### src/rtl/cpu_pkg.sv
// Shared datapath definitions for the multi-cycle MIPS core.
package cpu_pkg;

  localparam int DATA_W = 32;

  typedef enum logic [1:0] {
    MD_IDLE,
    MD_RUN,
    MD_FIX,
    MD_DONE
  } md_state_e;

endpackage

### src/rtl/mult_div_unit_if.sv
// Start/operand/result bundle between control_unit (master) and mult_div_unit (slave).
interface mult_div_unit_if
  import cpu_pkg::*;
#(
  parameter int WIDTH = DATA_W
);

  logic             mult_start;
  logic             div_start;
  logic [WIDTH-1:0] a;
  logic [WIDTH-1:0] b;
  logic [WIDTH-1:0] hi;
  logic [WIDTH-1:0] lo;
  logic             busy;
  logic             done;
  logic             div_zero;

  modport master (
    output mult_start, div_start, a, b,
    input  hi, lo, busy, done, div_zero
  );

  modport slave (
    input  mult_start, div_start, a, b,
    output hi, lo, busy, done, div_zero
  );

endinterface

### src/rtl/mult_div_unit.sv
// Sequential signed multiply (shift-add) / divide (restoring) unit owning HI/LO.
// One iteration per cycle on operand magnitudes, sign fix-up in a final cycle.
module mult_div_unit
  import cpu_pkg::*;
#(
  parameter int WIDTH = DATA_W
) (
  input  logic                 clk,
  input  logic                 reset,
  mult_div_unit_if.slave       bus
);

  localparam int CNT_W = $clog2(WIDTH) + 1;

  md_state_e          r_state;
  logic [CNT_W-1:0]   r_cnt;
  logic               r_is_div;
  logic               r_neg_lo;
  logic               r_neg_hi;
  logic [WIDTH-1:0]   r_opnd;
  logic [2*WIDTH-1:0] r_acc;
  logic [WIDTH-1:0]   r_rem;
  logic [WIDTH-1:0]   r_hi;
  logic [WIDTH-1:0]   r_lo;
  logic               r_busy;
  logic               r_done;
  logic               r_div_zero;

  logic [WIDTH-1:0]   w_mag_a;
  logic [WIDTH-1:0]   w_mag_b;
  logic [WIDTH:0]     w_mul_sum;
  logic [WIDTH:0]     w_div_shift;
  logic [WIDTH:0]     w_div_trial;
  logic [2*WIDTH-1:0] w_prod;
  logic [WIDTH-1:0]   w_quot;
  logic [WIDTH-1:0]   w_remd;

  // The most-negative operand maps onto itself, which is still its correct unsigned magnitude.
  assign w_mag_a = bus.a[WIDTH-1] ? -bus.a : bus.a;
  assign w_mag_b = bus.b[WIDTH-1] ? -bus.b : bus.b;

  // Multiply: low half of r_acc holds the remaining multiplier bits, upper half the running sum.
  assign w_mul_sum = {1'b0, r_acc[2*WIDTH-1:WIDTH]} + {1'b0, (r_acc[0] ? r_opnd : '0)};

  // Divide: low half of r_acc shifts dividend bits out and quotient bits in.
  assign w_div_shift = {r_rem, r_acc[WIDTH-1]};
  assign w_div_trial = w_div_shift - {1'b0, r_opnd};

  assign w_prod = r_neg_lo ? -r_acc : r_acc;
  assign w_quot = r_neg_lo ? -r_acc[WIDTH-1:0] : r_acc[WIDTH-1:0];
  assign w_remd = r_neg_hi ? -r_rem : r_rem;

  // NOTE: only control state and visible outputs are reset; the datapath registers are
  // always reloaded on an accepted start before they are read.
  // NOTE: every register here is assigned with <= so all updates see pre-edge values.
  always_ff @(posedge clk) begin
    if (reset) begin
      r_state    <= MD_IDLE;
      r_hi       <= '0;
      r_lo       <= '0;
      r_busy     <= 1'b0;
      r_done     <= 1'b0;
      r_div_zero <= 1'b0;
    end else begin
      r_done     <= 1'b0;
      r_div_zero <= 1'b0;
      case (r_state)
        MD_IDLE: begin
          if (bus.mult_start) begin
            r_state  <= MD_RUN;
            r_busy   <= 1'b1;
            r_is_div <= 1'b0;
            r_neg_lo <= bus.a[WIDTH-1] ^ bus.b[WIDTH-1];
            r_opnd   <= w_mag_a;
            r_acc    <= {{WIDTH{1'b0}}, w_mag_b};
            r_cnt    <= '0;
          end else if (bus.div_start) begin
            r_busy <= 1'b1;
            if (bus.b == '0) begin
              r_state    <= MD_DONE;
              r_done     <= 1'b1;
              r_div_zero <= 1'b1;
            end else begin
              r_state  <= MD_RUN;
              r_is_div <= 1'b1;
              r_neg_lo <= bus.a[WIDTH-1] ^ bus.b[WIDTH-1];
              r_neg_hi <= bus.a[WIDTH-1];
              r_opnd   <= w_mag_b;
              r_acc    <= {{WIDTH{1'b0}}, w_mag_a};
              r_rem    <= '0;
              r_cnt    <= '0;
            end
          end
        end
        MD_RUN: begin
          if (r_is_div) begin
            r_acc <= {r_acc[2*WIDTH-1:WIDTH], r_acc[WIDTH-2:0], ~w_div_trial[WIDTH]};
            // A kept (non-negative) trial is always below the divisor, so it fits WIDTH bits.
            r_rem <= w_div_trial[WIDTH] ? w_div_shift[WIDTH-1:0] : w_div_trial[WIDTH-1:0];
          end else begin
            r_acc <= {w_mul_sum, r_acc[WIDTH-1:1]};
          end
          r_cnt <= r_cnt + 1'b1;
          if (r_cnt == CNT_W'(WIDTH - 1)) r_state <= MD_FIX;
        end
        MD_FIX: begin
          if (r_is_div) begin
            r_hi <= w_remd;
            r_lo <= w_quot;
          end else begin
            r_hi <= w_prod[2*WIDTH-1:WIDTH];
            r_lo <= w_prod[WIDTH-1:0];
          end
          r_done  <= 1'b1;
          r_state <= MD_DONE;
        end
        MD_DONE: begin
          r_busy  <= 1'b0;
          r_state <= MD_IDLE;
        end
        default: r_state <= MD_IDLE;
      endcase
    end
  end

  assign bus.hi       = r_hi;
  assign bus.lo       = r_lo;
  assign bus.busy     = r_busy;
  assign bus.done     = r_done;
  assign bus.div_zero = r_div_zero;

endmodule

### src/flat_wrapper.sv
// flat-port wrapper written by rule: the top's interface ports become plain ports
module mult_div_unit_flat import cpu_pkg::*;
#(
  parameter int WIDTH = DATA_W
)
  (clk, reset, bus_mult_start, bus_div_start, bus_a, bus_b, bus_hi, bus_lo, bus_busy, bus_done, bus_div_zero);
  mult_div_unit_if #(.WIDTH(WIDTH)) bus_i ();
  input  logic clk;
  input  logic reset;
  input wire logic [$bits(bus_i.mult_start)-1:0] bus_mult_start;
  input wire logic [$bits(bus_i.div_start)-1:0] bus_div_start;
  input wire logic [$bits(bus_i.a)-1:0] bus_a;
  input wire logic [$bits(bus_i.b)-1:0] bus_b;
  output wire logic [$bits(bus_i.hi)-1:0] bus_hi;
  output wire logic [$bits(bus_i.lo)-1:0] bus_lo;
  output wire logic [$bits(bus_i.busy)-1:0] bus_busy;
  output wire logic [$bits(bus_i.done)-1:0] bus_done;
  output wire logic [$bits(bus_i.div_zero)-1:0] bus_div_zero;
  assign bus_i.mult_start = bus_mult_start;
  assign bus_i.div_start = bus_div_start;
  assign bus_i.a = bus_a;
  assign bus_i.b = bus_b;
  assign bus_hi = bus_i.hi;
  assign bus_lo = bus_i.lo;
  assign bus_busy = bus_i.busy;
  assign bus_done = bus_i.done;
  assign bus_div_zero = bus_i.div_zero;
  mult_div_unit #(.WIDTH(WIDTH)) u_core (.clk(clk), .reset(reset), .bus(bus_i));
endmodule
### config.mk
export PLATFORM = sky130hd
export DESIGN_NAME = mult_div_unit_flat
export DESIGN_NICKNAME = d
export VERILOG_FILES = /design/src/rtl/cpu_pkg.sv /design/src/rtl/mult_div_unit_if.sv /design/src/rtl/mult_div_unit.sv /design/src/flat_wrapper.sv
export SDC_FILE = /design/constraint.sdc
export NUM_CORES = 1
export LEC_CHECK = 0
export CAP_MARGIN = 5
export CELL_PAD_IN_SITES_DETAIL_PLACEMENT = 1
export CELL_PAD_IN_SITES_GLOBAL_PLACEMENT = 2
export CORE_MARGIN = 5
export CORE_UTILIZATION = 37
export DETAILED_ROUTE_END_ITERATION = 16
export PLACE_DENSITY_LB_ADDON = 0.12
export SKIP_CTS_REPAIR_TIMING = 1
export SLEW_MARGIN = 30
export SYNTH_ARGS = -nofsm -noshare
export SYNTH_HDL_FRONTEND = slang
export SYNTH_SLANG_ARGS = --single-unit
### constraint.sdc
create_clock -name clk -period 9.5 [get_ports clk]
set_input_delay 2.375 -clock clk [delete_from_list [all_inputs] [get_ports clk]]
set_output_delay 2.375 -clock clk [all_outputs]
set_load 0.03 [all_outputs]
==> reports/results.env <==
GRT_PASS1_VIAS=14540
POWER-PER-CELL-AREA_nW_PER_UM2=297.3
DIE_X_UM=216.4
CLOCK_TREE_FROM_TRITONCTS='yes'
GLOBAL_PLACEMENT_ROUTABILITY_CONGESTION=0.9144
FIN_WS_NS=3.674
PATH_CLK_SLEW_NS=0.05
ASR_FLOP_RATIO_SYNTH_PCT=0
WORSTHOLDPATHTYPE='reg2reg'
DRC_ERRORS=0
FINAL_COMMON_CELL='nand2_1'
TIMING.CRITICAL_PATH.FROM='bus_b[4]'
GRT_PASS1_WL_UM=91150
GRT_SETUP_UNREPAIRED='false'
IO_PINS=135
SYNTHCELLS=1827
FLOORPLAN.INITIALDENSITY_PCT=37.51
CRITICAL_PATH.STARTPOINT_TYPE='input pin'
WORST_PIN_SLEW_NS=0.9439
FINAL-HOLD-VIOLATION-COUNT=0
POST-DP-HPWL_UM=47370
TYPE_OF_DESTINATION_OF_THE_CRITICAL_PATH='flop'
FMAXACHIEVABLE_MHz=171.7
CRITICAL_PATH_CLASS='in2reg'
CTS_ROOT_BUFFER='clkbuf_16'
DIE_H_UM=216.4
FINAL_NET_COUNT=2061
MOST-COMMON-LAYOUT-CELLS='196 x nand2_1, 181 x nor2_1, 137 x edfxtp_1, 132 x clkdlybuf4s50_1, 117 x a21oi_1'
IR_WORST_VDD_mV=0.1570
NETLIST_AREA_UM2=15770
WL_PER_CELL_UM=24.60
CRITPATHMAXSTAGEDELAY_NS=0.62
FF_TO_FF_START='u_core.r_acc[0]'
GLOBALROUTEOVERFLOWTOTAL=0
DRT-VIAS-PER-INSTANCE=5.850
MAXSLEWHEADROOM_PCT=37.00
CRITPATHBUFINV=3
AREA_DELTA_SYNTH_FINAL_PCT=17.96
SYNTHTOPCELLSBYAREA='edfxtp_1 26%, dfxtp_1 8.8%, xor2_1 6.2%'
FOOTPRINT_OF_THE_MULTI_INPUT_GATES_UM2=9703
CLOCK_TREE.BUFFER_DEPTH=3
MIN_PERIOD_OVER_PERIOD_PCT=61.32
CRITICAL_PATH.CELL_CHAIN='clkdlybuf4s50_1, or4_1, or4_1, nor4_1, nand2_1, o21a_1, o22ai_1, nor2_4, buf_4, a21boi_4, buf_16'
ANT_NETS=0
STATIC-LEAKAGE-POWER_uW=0.007003
CPMOSTUSEDCELL='or4_1'
TIMING.CRITICAL_PATH.MAX_DELAY_FAMILY='simple AND/OR/NAND/NOR gates'
CPMAXSTAGEDELAYCELL='or4_1'
CTS_MADE_BUFFERS=28
PLACED_CELLS_INCL_TAPS=2426
N_ANTENNA_CELL=0
SYNTH.NET_COUNT=1970
GLOBAL_ROUTE.USAGE.TOTAL_PCT=25.06
CRITICAL_PATH_REQUIRED_NS=9.82
LAYOUT_CELL_SHARE_WITH_DRIVE_STRENGTH_BEYOND_1_PCT=5.825
INSERTION_DELAY_OF_THE_LATER_CLOCKED_PIN_IN_THE_WORST_SKEW_PAIR_NS=0.57
DETAILEDROUTE.FIRSTPASSITERATIONCOUNT=5
FF_LATCH_AREA_UM2=5495
CP_DATA_ARRIVAL_TIME_NS=6.15
LAYOUTNONFILLERINSTCOUNT=2479
SYNTH.DISTINCT_CELLS=82
PATH_MAX_FANOUT=39
TOTALNEGATIVESETUPSLACK_NS=0
SEQ_AREA_FRAC_SYNTH_PCT=34.85
YOSYSWARNINGS=0
H_TREE_DEPTH=1
DIE_AREA_UM2=46850
FIN_CRIT_NS=5.826
DESIGN_POWER_TOTAL_uW=5531
VIAS=14500
NUMBER_OF_SINKS_HANDLED_BY_CLOCK_TREE_SYNTHESIS=206
PLACEMENT.SETUP.WORST_SLACK_NS=3.083
HOLD-WORST-SLACK_NS=0.4831
POST-SYNTH-TOP-AREA-FRACTION_PCT=26.09
MAX-CAP-VIOLATIONS=0
MAXSLEWVIOLCOUNT=0
NUM-FILL-CELLS=4919
YS_SEQ_ELEMENTS=206
RESULT_OF_THE_RUN='complete, no violations'
CLOCK_SKEW_NS=0.01577
DETAIL_ROUTE.ITER0.VIOLATIONS=1097
SYNTH_EDF_COUNT=137
SETUP_VIOL=0
SYNTH_TOP_CELL_BY_AREA='edfxtp_1'
TOP_FLIP_FLOP_CELL_BY_INSTANCE_COUNT_AFTER_SYNTHESIS='edfxtp_1'
PORT_BUFFERS=134
HOLDCRITSTARTPOINT='u_core.bus.hi[13]'
ANTENNA_VIOLATIONS_BEFORE_REPAIR=2
GRT_MAX_DEGREE=67
NUM_ROWS=75
AVGSYNTHCELLAREA_UM2=8.631
FLOORPLAN.CORE_AREA_UM2=42040
ROUTED_WIRELENGTH_UM=60990
-- power by group --
group          leakage [uW]  switching (uW)  internal (uW)
Sequential          0.00186             335           1330
Clock              0.000463             427            668
Combinational       0.00468            1750           1020
Total               0.00700            2510           3020
-- state kept, by name (all words and copies together) (netlist names) --
register and cells:
u_core.r_is_div 1, u_core.r_acc 64, u_core.r_state 2, u_core.bus.div_zero 1
u_core.r_neg_hi 1, u_core.bus.done 1, u_core.r_opnd 32, u_core.r_neg_lo 1
u_core.bus.hi 32, u_core.r_cnt 6, u_core.bus.lo 32, u_core.r_rem 32
u_core.bus.busy 1
-- layer usage --
metal	wire [um]	up-vias	share of wire [%]	global-route usage (%)
met5	28	-	0.046	0
met2	27120	323	44	39.14
met1	29160	7179	48	36.60
met4	1457	4	2.4	6.106
met3	3229	85	5.3	3.810
li1	-	6911	-	-
-- stage by stage --
stage	utilization, %	instance area (um2)
finish	44.25	18600
global route	44.25	18600
CTS	44.21	18580
detailed placement	41.93	17630
global placement	41.87	17600
floorplan	-	15770
-- logic make-up (layout without fill, tap and decap cells) --
family          count (synthesis)  in the layout  share of synthesized area (%)
compound gates                505            505                          21.26
xor+xnor                      187            187                          10.39
fa+ha+maj                      75             75                          6.046
buf+inv                       163            276                          3.935
flops                         206            206                          34.85
mux                            74             74                          4.761
simple gates                  617            617                          18.77
-- path summary, 6_finish.rpt --
path	cells past startpoint	to	slack (ns)
worst min register to register	2	u_core.bus.hi[13]	0.48
worst max-delay path	11	u_core.r_acc[47]	3.67
worst min-delay path	2	u_core.bus.hi[13]	0.48
worst max register to register	11	u_core.r_acc[59]	4.89
-- worst min-delay path, cell delays in order, from the launching register on --
cell	delay, ns
dfxtp_1	0.31
nand2_1	0.06
o22ai_1	0.07
-- Yosys cell counts (35+ instances only) --
| cell type | instances |
|---|---|
| a211oi_1 | 50 |
| a21o_1 | 35 |
| a21oi_1 | 117 |
| clkbuf_1 | 79 |
| dfxtp_1 | 69 |
| edfxtp_1 | 137 |
| ha_1 | 73 |
| inv_1 | 67 |
| mux2i_1 | 66 |
| nand2_1 | 196 |
| nand3_1 | 39 |
| nor2_1 | 183 |
| nor3_1 | 42 |
| o21ai_0 | 102 |
| o31ai_1 | 49 |
| xnor2_1 | 76 |
| xor2_1 | 111 |
-- layout make-up --
class	instances	area share [%]
Timing Repair Buffer	155	8.146
Clock inverter	8	0.5448
Inverter	69	1.392
Sequential cell	206	29.54
Multi-Input combinational cell	1458	52.16
Tap cell	539	3.625
Clock buffer	44	4.587
Note: power is estimated with default switching activity, not from simulation.
